$ cat config.mk
export PLATFORM = sky130hd
export DESIGN_NAME = memio_arbiter
export DESIGN_NICKNAME = d
export VERILOG_FILES = /design/src/rtl/memio_pkg.sv /design/src/rtl/memio_rr_arb.sv /design/src/rtl/memio_arbiter.sv
export SDC_FILE = /design/constraint.sdc
export NUM_CORES = 1
export LEC_CHECK = 0
export CORE_MARGIN = 2
export CORE_UTILIZATION = 40
export CTS_CLUSTER_SIZE = 14
export DETAILED_ROUTE_END_ITERATION = 10
export HOLD_SLACK_MARGIN = 0.03
export PLACE_DENSITY = 0.79
export SLEW_MARGIN = 20
export SYNTH_ARGS = -nofsm -noshare
export SYNTH_HDL_FRONTEND = slang
export SYNTH_SLANG_ARGS = --single-unit
$ cat constraint.sdc
create_clock -name clock -period 2.2 [get_ports clock]
set_input_delay 0.55 -clock clock [delete_from_list [all_inputs] [get_ports clock]]
set_output_delay 0.55 -clock clock [all_outputs]
set_load 0.02 [all_outputs]
$ cat src/rtl/memio_pkg.sv
// memio_pkg: shared state encoding, requester ids and address decode
// helper for the memory/IO bus arbiter.
package memio_pkg;

    typedef enum logic [1:0] {
        IDLE,
        MEM,
        IO_WAIT,
        DONE
    } state_t;

    localparam logic [31:0] IO_BASE_DEF = 32'hFFFFFC00;

    localparam logic REQ_CPU = 1'b0;
    localparam logic REQ_LDR = 1'b1;

    function automatic logic is_io(
        input logic [31:0] addr,
        input logic [31:0] base
    );
        return addr >= base;
    endfunction

endpackage

$ cat src/rtl/memio_rr_arb.sv
// memio_rr_arb: two-way arbiter, round-robin by default.
// Defining MEMIO_LDR_PRIORITY_EN gives the loader fixed priority.
module memio_rr_arb
    import memio_pkg::*;
(
    input  logic       i_clk,
    input  logic       i_rst_n,
    input  logic [1:0] i_req,
    input  logic       i_upd,
    input  logic       i_upd_id,
    output logic [1:0] o_gnt
);

`ifdef MEMIO_LDR_PRIORITY_EN
    logic w_unused;
    assign w_unused = ^{i_clk, i_rst_n, i_upd, i_upd_id};

    always_comb begin
        o_gnt = 2'b00;
        if (i_req[REQ_LDR]) begin
            o_gnt[REQ_LDR] = 1'b1;
        end else if (i_req[REQ_CPU]) begin
            o_gnt[REQ_CPU] = 1'b1;
        end
    end
`else
    logic r_last;

    always_ff @(posedge i_clk or negedge i_rst_n) begin
        if (!i_rst_n) begin
            r_last <= REQ_LDR;
        end else if (i_upd) begin
            r_last <= i_upd_id;
        end
    end

    // On a tie the requester that did not win last time goes first.
    always_comb begin
        o_gnt = i_req;
        if (&i_req) begin
            o_gnt = 2'b00;
            o_gnt[~r_last] = 1'b1;
        end
    end
`endif

endmodule

$ cat src/rtl/memio_arbiter.sv
// memio_arbiter: shares one memory/IO bus between CPU and loader.
// Optional macro MEMIO_LDR_PRIORITY_EN: loader wins every tie.
module memio_arbiter
    import memio_pkg::*;
#(
    parameter int unsigned IO_WAIT = 2,
    parameter logic [31:0] IO_BASE = IO_BASE_DEF
) (
    input  logic        clock,
    input  logic        reset_n,
    input  logic        c_req,
    input  logic        c_we,
    input  logic [31:0] c_addr,
    input  logic [31:0] c_wdata,
    output logic        c_ack,
    output logic [31:0] c_rdata,
    input  logic        l_req,
    input  logic        l_we,
    input  logic [31:0] l_addr,
    input  logic [31:0] l_wdata,
    output logic        l_ack,
    output logic [31:0] l_rdata,
    output logic [31:0] bus_addr,
    output logic [31:0] bus_wdata,
    output logic        bus_memread,
    output logic        bus_memwrite,
    output logic        bus_ioread,
    output logic        bus_iowrite,
    input  logic [31:0] bus_rdata,
    output logic        busy
);

    localparam logic [3:0] CNT_INIT = 4'(IO_WAIT);

    state_t      r_state;
    logic        r_win;
    logic        r_we;
    logic        r_io;
    logic [3:0]  r_cnt;
    logic [31:0] r_addr;
    logic [31:0] r_wdata;
    logic [31:0] r_c_rdata;
    logic [31:0] r_l_rdata;
    logic        r_c_ack;
    logic        r_l_ack;
    logic        r_busy;
    logic        r_mrd;
    logic        r_mwr;
    logic        r_ird;
    logic        r_iwr;

    logic [1:0]  w_req;
    logic [1:0]  w_gnt;
    logic        w_accept;
    logic        w_win;
    logic        w_we;
    logic        w_io;
    logic        w_last;
    logic        w_unused;
    logic [31:0] w_addr;
    logic [31:0] w_wdata;
    logic [31:0] w_cap;

    assign w_req    = {l_req, c_req};
    assign w_accept = (r_state == IDLE) && (|w_req);
    assign w_win    = w_gnt[REQ_LDR];
    assign w_unused = w_gnt[REQ_CPU];
    assign w_addr   = w_win ? l_addr : c_addr;
    assign w_wdata  = w_win ? l_wdata : c_wdata;
    assign w_we     = w_win ? l_we : c_we;
    assign w_io     = is_io(w_addr, IO_BASE);
    assign w_last   = (r_state == MEM) ||
                      ((r_state == memio_pkg::IO_WAIT) && (r_cnt == 4'd1));
    // I/O devices are 16 bits wide; upper half reads back as zero.
    assign w_cap    = r_io ? {16'h0000, bus_rdata[15:0]} : bus_rdata;

    memio_rr_arb u_arb (
        .i_clk    (clock),
        .i_rst_n  (reset_n),
        .i_req    (w_req),
        .i_upd    (w_accept),
        .i_upd_id (w_win),
        .o_gnt    (w_gnt)
    );

    always_ff @(posedge clock or negedge reset_n) begin
        if (!reset_n) begin
            r_state   <= IDLE;
            r_win     <= REQ_CPU;
            r_we      <= 1'b0;
            r_io      <= 1'b0;
            r_cnt     <= 4'd0;
            r_addr    <= 32'h0;
            r_wdata   <= 32'h0;
            r_c_rdata <= 32'h0;
            r_l_rdata <= 32'h0;
            r_c_ack   <= 1'b0;
            r_l_ack   <= 1'b0;
            r_busy    <= 1'b0;
            r_mrd     <= 1'b0;
            r_mwr     <= 1'b0;
            r_ird     <= 1'b0;
            r_iwr     <= 1'b0;
        end else begin
            case (r_state)
                IDLE: begin
                    if (w_accept) begin
                        r_win   <= w_win;
                        r_we    <= w_we;
                        r_io    <= w_io;
                        r_addr  <= w_addr;
                        r_wdata <= w_wdata;
                        r_busy  <= 1'b1;
                        r_mrd   <= !w_io && !w_we;
                        r_mwr   <= !w_io && w_we;
                        r_ird   <= w_io && !w_we;
                        r_iwr   <= w_io && w_we;
                        if (w_io) begin
                            r_cnt   <= CNT_INIT;
                            r_state <= memio_pkg::IO_WAIT;
                        end else begin
                            r_state <= MEM;
                        end
                    end
                end
                MEM, memio_pkg::IO_WAIT: begin
                    if (w_last) begin
                        r_mrd   <= 1'b0;
                        r_mwr   <= 1'b0;
                        r_ird   <= 1'b0;
                        r_iwr   <= 1'b0;
                        r_cnt   <= 4'd0;
                        r_state <= DONE;
                        if (r_win == REQ_LDR) begin
                            r_l_ack <= 1'b1;
                            if (!r_we) r_l_rdata <= w_cap;
                        end else begin
                            r_c_ack <= 1'b1;
                            if (!r_we) r_c_rdata <= w_cap;
                        end
                    end else begin
                        r_cnt <= r_cnt - 4'd1;
                    end
                end
                DONE: begin
                    r_c_ack <= 1'b0;
                    r_l_ack <= 1'b0;
                    r_addr  <= 32'h0;
                    r_wdata <= 32'h0;
                    r_busy  <= 1'b0;
                    r_state <= IDLE;
                end
                default: r_state <= IDLE;
            endcase
        end
    end

    assign c_ack        = r_c_ack;
    assign l_ack        = r_l_ack;
    assign c_rdata      = r_c_rdata;
    assign l_rdata      = r_l_rdata;
    assign bus_addr     = r_addr;
    assign bus_wdata    = r_wdata;
    assign bus_memread  = r_mrd;
    assign bus_memwrite = r_mwr;
    assign bus_ioread   = r_ird;
    assign bus_iowrite  = r_iwr;
    assign busy         = r_busy;

endmodule
==> flow_metrics.py, run 1 <==
metrics = {
    "worst_setup_path": {
        "critical_path_arrival_ns": 2.41,
        "worstSetupEndpointType": "flip-flop",
        "critPathLaunchType": "flip-flop",
        "r2r.worst_path.cells": 7,
        "cp.required_ns": 2.50,
        "crit_fanout": 8,
        "worstSetupPathType": "reg -> reg",
    },
    "floorplanning": {
        "num_rows": 46,
        "dieArea_sq_um": 16900,
        "coreArea_sq_um": 15700,
        "ioPinCount": 301,
        "die_y_um": 130,
        "initial_utilization_pct": 40.5,
        "dieWidth_um": 130,
    },
    "sta": {
        "maxSlewViolCount": 0,
        "period_share_pct": 95.9,
        "maxSlewHeadroom_pct": 70.1,
        "hold_viol": 0,
        "min_period_ns": 2.11,
        "timing.hold.ws_ns": 0.0561,
        "worst_slack_ns": 0.0896,
        "fin_skew_ns": 0.00993,
        "clock.fmax_mhz": 474,
        "setup_viol_count_final": 0,
        "tns_ns": 0,
        "rsz0062_at_grt": "false",
        "timing_worst_slew_pin_value_ns": 0.448,
    },
    "cells_and_area": {
        "nets": 1089,
        "fillers": 1226,
        "multi_input_area_sq_um": 2600,
        "final_area_sq_um": 10600,
        "area_delta_synth_final_pct": 66.9,
        "fin_util_pct": 67.6,
        "register_area_sq_um": 3630,
        "final_layout_size_suffix_gt1_share_pct": 13.8,
        "diodes": 0,
    },
    "clock_tree": {
        "numCtsBuffers": 17,
        "cts.clk_slew.worst_paths_ns": 0.06,
        "clock_sinks": 145,
        "clock_latency_ns": 0.41,
        "h-tree-depth": 4,
        "root_buffer": "clkbuf_16",
        "tritoncts": "yes",
        "clock_path_buffers": 2,
    },
    "route": {
        "drt_iter0_markers": 256,
        "post-route-drc-count": 0,
        "wirelength_um": 20300,
        "wl_per_cell_um": 17.7,
        "drt_pass1_iterations": 4,
        "vias_per_cell": 4.96,
        "antenna_left": 0,
        "dr_total_vias": 5684,
    },
    "power_and_ir_drop": {
        "vdd_ir_drop_max_mv": 0.745,
        "powerDensity_nw_per_um2": 1350,
        "power_leakage_nw": 4.71,
    },
    "synthesis": {
        "synth_seq_area_share_pct": 57.0,
        "syn_nets": 757,
        "yosys_warnings": 0,
        "synth_edf_count": 0,
        "synth_top_area_share_pct": 56.6,
        "syn-instance-count": 585,
        "ys_ff_latch": 145,
        "synth.cell_area_sq_um": 6360,
        "synth_cell_type_count": 40,
        "synth.avg_cell_area_sq_um": 10.9,
        "post_synth_main_area_contributors": "dfrtp_1, mux2i_1, o21ai_0",
        "async_flop_share_pct": 100,
        "synth_ff_type": "dfrtp_1",
        "synth_area_leader_cell": "dfrtp_1",
    },
    "global_route": {
        "grt_pass1_vias": 5785,
        "overflow": 0,
        "grt_use_met2_pct": 40.7,
        "busiest_layer": "met2",
        "grt_use_met1_pct": 27.7,
        "grt.total_usage_pct": 23.8,
        "grt_use_met3_pct": 9.23,
        "grt_max_degree": 66,
        "grt_first_pass_wirelength_um": 30900,
        "antenna_found_initial": 0,
    },
    "placed_design": {
        "gp_congestion": 0.847,
        "place_area_sq_um": 9930,
        "place_ws_ns": -0.360,
        "port_buffers": 300,
        "post-dp-hpwl_um": 14900,
    },
    "min_path": {
        "hold_path_class": "in -> async",
    },
    "run": {
        "cap_violations": 0,
    },
    "status": {
        "status": "finished clean",
    },
}
## what timing repair did
item / CTS / global route
gates resized for setup: 2 / 7
gates cloned: 0 / 3
endpoints found under the setup margin: 1 / 48
setup buffers: 1 / 1
pin swaps: 1 / 2
hold buffers: 0 / 0
## kinds of logic after synthesis
logic type,after synthesis,synth area share [%]
compound gates,128,10.9
fa+ha+maj,6,1.18
buf+inv,42,2.89
simple gates,165,11.8
flops,145,57.0
mux,99,16.2
## routing by layer
| layer | vias up | wire (um) |
|---|---|---|
| li1 | 2721 | - |
| met5 | - | 0 |
| met2 | 248 | 9910 |
| met3 | 30 | 2010 |
| met1 | 2685 | 7980 |
| met4 | 0 | 386 |
## through the flow
stage / cells / power, mW
after floorplan: 585 / 7.97
after global placement: 1109 / 11.3
after detailed placement: 1109 / 11.5
after CTS: 1142 / 14.3
after global routing: 1146 / 15.3
final: 1146 / 14.3
## cells in the final DEF (no fill, tap or decap), types with 2 or more instances in the layout
cell / synthesis / routed
nand2_1: 112 / 112
mux2_2: 32 / 32
buf_12: 0 / 8
buf_4: 1 / 37
buf_6: 1 / 2
a22o_1: 3 / 3
nand2b_1: 20 / 19
nand4_1: 10 / 10
clkbuf_16: 0 / 20
a31oi_1: 2 / 2
inv_1: 6 / 4
nand3_1: 3 / 3
o21ai_0: 106 / 105
a21oi_1: 3 / 3
o22ai_1: 2 / 2
dfrtp_1: 144 / 144
mux2i_1: 67 / 67
ha_1: 6 / 4
clkinvlp_4: 0 / 4
clkdlybuf4s50_1: 0 / 299
inv_6: 0 / 7
o21ai_1: 2 / 2
nor3_1: 7 / 7
inv_2: 0 / 2
nor2_1: 4 / 3
o311ai_0: 2 / 2
## final timing paths
check / from / end / slack (ns)
min reg2reg: c_rdata[31] / c_rdata[31] / 0.47
max reg2reg: r_state[0] / c_rdata[8] / 0.09
min in group clock: c_rdata[31] / c_rdata[31] / 0.47
min: reset_n / l_rdata[23] / 0.06
max in group asynchronous: reset_n / u_arb.r_last / 1.47
max: r_state[0] / c_rdata[8] / 0.09
## state kept, by name, summed over array words and instances, names as in the netlist, 2 cells and up
name	count
c_rdata	32
bus_addr	32
r_cnt	4
l_rdata	32
r_state	2
bus_wdata	32
## critical path, stage by stage (launching register included)
cell       delay [ns]
dfrtp_1          0.38
inv_2            0.07
ha_2             0.18
and4bb_2         0.28
nor2_2           0.05
or4b_4           0.57
clkbuf_16        0.20
mux2_2           0.27
## final cells by class
cell class | instances | area share [%]
Clock buffer | 17 | 4.01
Clock inverter | 15 | 1.38
Inverter | 6 | 0.212
Multi-Input combinational cell | 398 | 24.5
Sequential cell | 145 | 34.2
Tap cell | 216 | 2.54
Timing Repair Buffer | 349 | 33.2
## cells in the mapped netlist (2+ instances only)
| master | number |
|---|---|
| dfrtp_1 | 144 |
| nand2_1 | 112 |
| o21ai_0 | 106 |
| mux2i_1 | 67 |
| mux2_2 | 32 |
| clkbuf_1 | 21 |
| nand2b_1 | 20 |
| buf_2 | 12 |
| nand4_1 | 10 |
| nor3_1 | 7 |
| ha_1 | 6 |
| inv_1 | 6 |
| nor2_1 | 4 |
| a21oi_1 | 3 |
| a22o_1 | 3 |
| nand3_1 | 3 |
| a31oi_1 | 2 |
| nor4_1 | 2 |
| o21ai_1 | 2 |
| o22ai_1 | 2 |
| o311ai_0 | 2 |
## power by group
group / total, mW / switching, mW / internal, mW / leakage (nW)
registers: 4.40 / 0.604 / 3.79 / 1.81
clock network: 2.80 / 1.21 / 1.59 / 0.270
logic: 7.15 / 3.71 / 3.44 / 2.63
Power figures use the tool's default switching activity.
==> inputs of run 2 (changes only) <==
Settings changed: CTS_CLUSTER_SIZE 14 to default, SYNTH_HIERARCHICAL from default to 1.
==> run 2 against run 1 <==
Effect of this change:
- hold slack improved by 0.012 ns
- clock power increased by 6%
- non-clock buffer count increased by 8
- the flow now finishes with violations (setup timing)
- register-to-register slack got worse by 0.15 ns
==> flow_metrics.py, run 2 <==
metrics = {
    "clock_tree": {
        "root_buffer": "clkbuf_16",
        "numCtsBuffers": 17,
        "clock_sinks": 145,
        "cts.clk_slew.worst_paths_ns": 0.06,
        "clock_latency_ns": 0.42,
        "h-tree-depth": 4,
        "cts_hold_buf": 0,
        "tritoncts": "yes",
        "clock_path_buffers": 2,
    },
    "sta": {
        "period_share_pct": 103,
        "rsz0062_at_grt": "true",
        "maxSlewViolCount": 0,
        "clock.fmax_mhz": 442,
        "timing_worst_slew_pin_value_ns": 0.927,
        "timing.hold.ws_ns": 0.0679,
        "hold_viol": 0,
        "setup_viol_count_final": 19,
        "maxSlewHeadroom_pct": 38.2,
        "tns_ns": -0.521,
        "worst_slack_ns": -0.0633,
        "min_period_ns": 2.26,
        "fin_skew_ns": 0.0109,
    },
    "cells_and_area": {
        "final_area_sq_um": 10800,
        "final_layout_size_suffix_gt1_share_pct": 15.0,
        "area_delta_synth_final_pct": 69.8,
        "fin_util_pct": 68.7,
        "layout_common_cells": "clkdlybuf4s50_1, dfrtp_1, nand2_1",
        "layout.cells.non_filler": 1153,
        "final_common_cell": "clkdlybuf4s50_1",
        "diodes": 0,
        "nets": 1098,
    },
    "status": {
        "violations": "setup timing",
        "status": "finished with violations",
    },
    "floorplanning": {
        "coreArea_sq_um": 15700,
        "dieWidth_um": 130,
        "ioPinCount": 301,
        "die_y_um": 130,
        "dieArea_sq_um": 16900,
        "num_rows": 46,
        "initial_utilization_pct": 40.5,
    },
    "placed_design": {
        "port_buffers": 300,
        "dp_cells": 1115,
        "place_area_sq_um": 9970,
        "gp_congestion": 0.880,
        "post-dp-hpwl_um": 14300,
        "place_ws_ns": -0.678,
    },
    "min_path": {
        "hold_path_class": "in -> async",
    },
    "synthesis": {
        "yosys_warnings": 6,
        "synth.cell_area_sq_um": 6360,
        "syn_nets": 757,
        "syn-instance-count": 585,
        "synth.avg_cell_area_sq_um": 10.9,
    },
    "worst_setup_path": {
        "crit_start": "l_addr[24]",
        "critPathLaunchType": "input port",
        "reg2reg_from": "u_arb/r_last",
        "worstSetupPathType": "in -> reg",
        "critical_path_arrival_ns": 2.56,
        "cp.required_ns": 2.50,
        "worstSetupEndpointType": "flip-flop",
        "crit_fanout": 8,
    },
    "route": {
        "vias_per_cell": 5.00,
        "wirelength_um": 20100,
        "post-route-drc-count": 0,
        "drt_iter0_markers": 370,
        "dr_total_vias": 5770,
        "antenna_left": 0,
        "drt_pass1_iterations": 5,
        "wl_per_cell_um": 17.4,
    },
    "run": {
        "cap_violations": 0,
    },
    "global_route": {
        "grt_pass1_vias": 5767,
        "grt_max_degree": 55,
        "antenna_found_initial": 0,
        "overflow": 0,
        "grt_first_pass_wirelength_um": 30500,
        "grt.total_usage_pct": 23.6,
    },
    "power_and_ir_drop": {
        "vdd_ir_drop_max_mv": 0.925,
        "power_mw": 16.0,
        "power_leakage_nw": 4.81,
        "powerDensity_nw_per_um2": 1480,
    },
}
-- run 2: path summary, 6_finish.rpt --
kind                                      to  slack (ns)  cells past startpoint
worst max-delay path              r_state[0]       -0.06                      7
worst min-delay path            bus_addr[22]        0.07                      1
worst max register to register    r_state[0]       -0.06                      7
worst min register to register   l_rdata[16]        0.47                      2
max in group asynchronous        l_rdata[29]        1.53                      2
min in group clock               l_rdata[16]        0.47                      2
-- run 2: area by class of cell --
cell class | instances | area, sq um
fillers | 1177 | 4910
flip-flops and latches | 145 | 3630
repair buffers | 357 | 3590
multi-input cells | 395 | 2660
clock buffers | 22 | 484
well taps | 216 | 270
clock inverters | 8 | 129
inverters | 10 | 37.5
-- run 2: per-layer routing --
layer	GRT usage (%)	up-vias	share of wire, %
li1	-	2724	-
met3	8.36	23	8.2
met1	28.3	2782	40
met2	40.0	241	50
met4	7.08	0	1.5
met5	0	-	0
-- run 2: where the power goes --
group,internal [mW],switching (mW),total [mW]
clock network,1.90,1.09,2.98
registers,3.97,0.712,4.68
logic,4.02,4.29,8.31
-- run 2: worst max-delay path: stages --
cell and delay, ns:
clkdlybuf4s50_1 0.49, nand3_1 0.08, or4_4 0.56, a222oi_1 0.28, buf_4 0.23, a21oi_4 0.07
o32a_1 0.29
-- run 2: repair_timing --
item                                    CTS  global route
buffers inserted                          2             2
pin swaps                                 7             6
endpoints found under the setup margin   15            41
hold endpoints to repair                  0             0
cloned                                    1             3
resized for setup                        10            25
==> inputs of run 3 (changes only) <==
Settings changed: ABC_AREA from default to 1, PLACE_DENSITY 0.79 to 0.77, REMOVE_ABC_BUFFERS from default to 1.
==> run 3 against run 2 <==
Effect of this change:
- the run now ends clean
- global-route usage up 0.97 points
- largest cell class unchanged
- final area increased by 1.3%
- clock-buffer cell count decreased by 4
==> flow_metrics.py, run 3 <==
metrics = {
    "status": {
        "status": "finished clean",
    },
    "clock_tree": {
        "cts.clk_slew.worst_paths_ns": 0.06,
        "h-tree-depth": 4,
        "numCtsBuffers": 17,
        "root_buffer": "clkbuf_16",
        "clock_path_buffers": 2,
        "tritoncts": "yes",
        "clock_latency_ns": 0.42,
        "clock_sinks": 145,
        "cts_hold_buf": 0,
    },
    "floorplanning": {
        "dieArea_sq_um": 17900,
        "dieWidth_um": 134,
        "coreArea_sq_um": 16500,
        "die_y_um": 134,
        "ioPinCount": 301,
        "initial_utilization_pct": 40.7,
        "num_rows": 47,
    },
    "worst_setup_path": {
        "timing.rr.end": "r_cnt[0]",
        "critPathLaunchType": "flip-flop",
        "worstSetupEndpointType": "flip-flop",
        "reg2reg_slack_ns": 0.12,
        "cp.required_ns": 2.55,
        "cp_slowest_cell": "dfstp_2",
        "crit_top_cell": "nand2_1",
        "crit_fanout": 11,
        "endpoint": "r_cnt[0]",
        "worstSetupPathType": "reg -> reg",
        "critical-path-max-stage-delay_ns": 0.57,
        "reg2reg_from": "u_arb/r_last",
        "worstPathCellList": "a21oi_4 > buf_12 > inv_4 > clkbuf_16 > nand2_1 > nand2_1 > inv_2 > or2_1 > nor2_4 > nand3_4 > nand2_4 > nand2_1 > nand2_1",
        "r2r.worst_path.cells": 13,
        "crit_start": "u_arb/r_last",
        "critical_path_arrival_ns": 2.43,
    },
    "global_route": {
        "grt.total_usage_pct": 24.5,
        "grt_max_degree": 51,
        "overflow": 0,
        "antenna_found_initial": 0,
        "grt_pass1_vias": 6570,
        "grt_first_pass_wirelength_um": 34400,
    },
    "sta": {
        "min_period_ns": 2.08,
        "timing_worst_slew_pin_value_ns": 0.644,
        "tns_ns": 0,
        "hold_viol": 0,
        "clock.fmax_mhz": 480,
        "period_share_pct": 94.7,
        "maxSlewHeadroom_pct": 57.1,
        "fin_skew_ns": 0.00954,
        "maxSlewViolCount": 0,
        "setup_viol_count_final": 0,
        "timing.hold.ws_ns": 0.0795,
    },
    "power_and_ir_drop": {
        "power_leakage_nw": 5.20,
        "power_mw": 15.3,
        "powerDensity_nw_per_um2": 1400,
        "vdd_ir_drop_max_mv": 0.769,
    },
    "route": {
        "antenna_left": 0,
        "wl_per_cell_um": 15.7,
        "vias_per_cell": 4.80,
        "post-route-drc-count": 0,
        "drt_iter0_markers": 388,
        "wirelength_um": 21800,
        "dr_total_vias": 6637,
        "drt_pass1_iterations": 5,
    },
    "cells_and_area": {
        "layout_common_cells": "clkdlybuf4s50_1, nand2_1, dfrtp_1",
        "diodes": 0,
        "layout.cells.non_filler": 1382,
        "nets": 1321,
        "area_delta_synth_final_pct": 62.5,
        "final_area_sq_um": 10900,
        "final_common_cell": "clkdlybuf4s50_1",
        "final_layout_size_suffix_gt1_share_pct": 9.12,
    },
    "placed_design": {
        "port_buffers": 300,
        "place_area_sq_um": 10200,
        "gp_congestion": 0.875,
        "dp_cells": 1346,
        "post-dp-hpwl_um": 15500,
    },
    "synthesis": {
        "yosys_warnings": 6,
        "synth.cell_area_sq_um": 6730,
        "syn-instance-count": 825,
        "synth.avg_cell_area_sq_um": 8.16,
    },
    "min_path": {
        "hold_path_class": "in -> async",
    },
    "run": {
        "cap_violations": 0,
    },
}
==> run 3: worst max-delay path: cells and delay by family, from the launching register on <==
family | cells | cell delay (ns)
AND/OR/NAND/NOR | 8 | 0.88
flip-flops | 1 | 0.57
buffers and inverters | 4 | 0.45
AO/OA/AOI/OAI | 1 | 0.11
==> run 3: worst min path at each step <==
stage | endpoint | slack, ns | cells after the start
global placement | c_rdata[30] | 0.45 | 2
detailed placement | c_rdata[22] | 0.46 | 2
global route | c_rdata[4] | 0.1 | 1
floorplan | bus_addr[0] | 0.25 | 0
CTS | l_rdata[27] | 0.07 | 1
finish | c_rdata[4] | 0.08 | 1
==> run 3: per-stage QoR <==
step                      utilization [%]  setup WS [ns]
after global routing                 66.2       -0.00302
after floorplan                         -          -2.92
after CTS                            65.5         0.0317
after detailed placement             62.0         -0.344
after global placement               62.0         -0.289
final                                66.2          0.118
==> run 3: cell type report <==
type / instances / area, sq um
Fill cell: 1302 / 5580
Tap cell: 220 / 275
Inverter: 123 / 467
Timing Repair Buffer: 347 / 3530
Clock inverter: 14 / 141
Clock buffer: 18 / 429
Sequential cell: 145 / 3630
Multi-Input combinational cell: 515 / 2470
==> run 3: what timing repair did <==
action	CTS	global route
resized for setup	0	12
setup endpoints to repair	0	35
setup buffers	0	1
==> run 3: routing by layer <==
metal  global-route usage, %  share of wire [%]  up-vias
met1                    31.4                 42     3064
met2                    39.7                 47      295
met3                    7.31                8.2       39
li1                        -                  -     3239
met5                       0                  0        -
met4                    8.63                2.4        0
==> run 3: power breakdown <==
| part | leakage (nW) | internal, mW | switching, mW | total, mW |
|---|---|---|---|---|
| Clock | 0.272 | 1.66 | 1.16 | 2.82 |
| Sequential | 1.78 | 3.93 | 0.720 | 4.65 |
| Combinational | 3.15 | 3.59 | 4.25 | 7.84 |
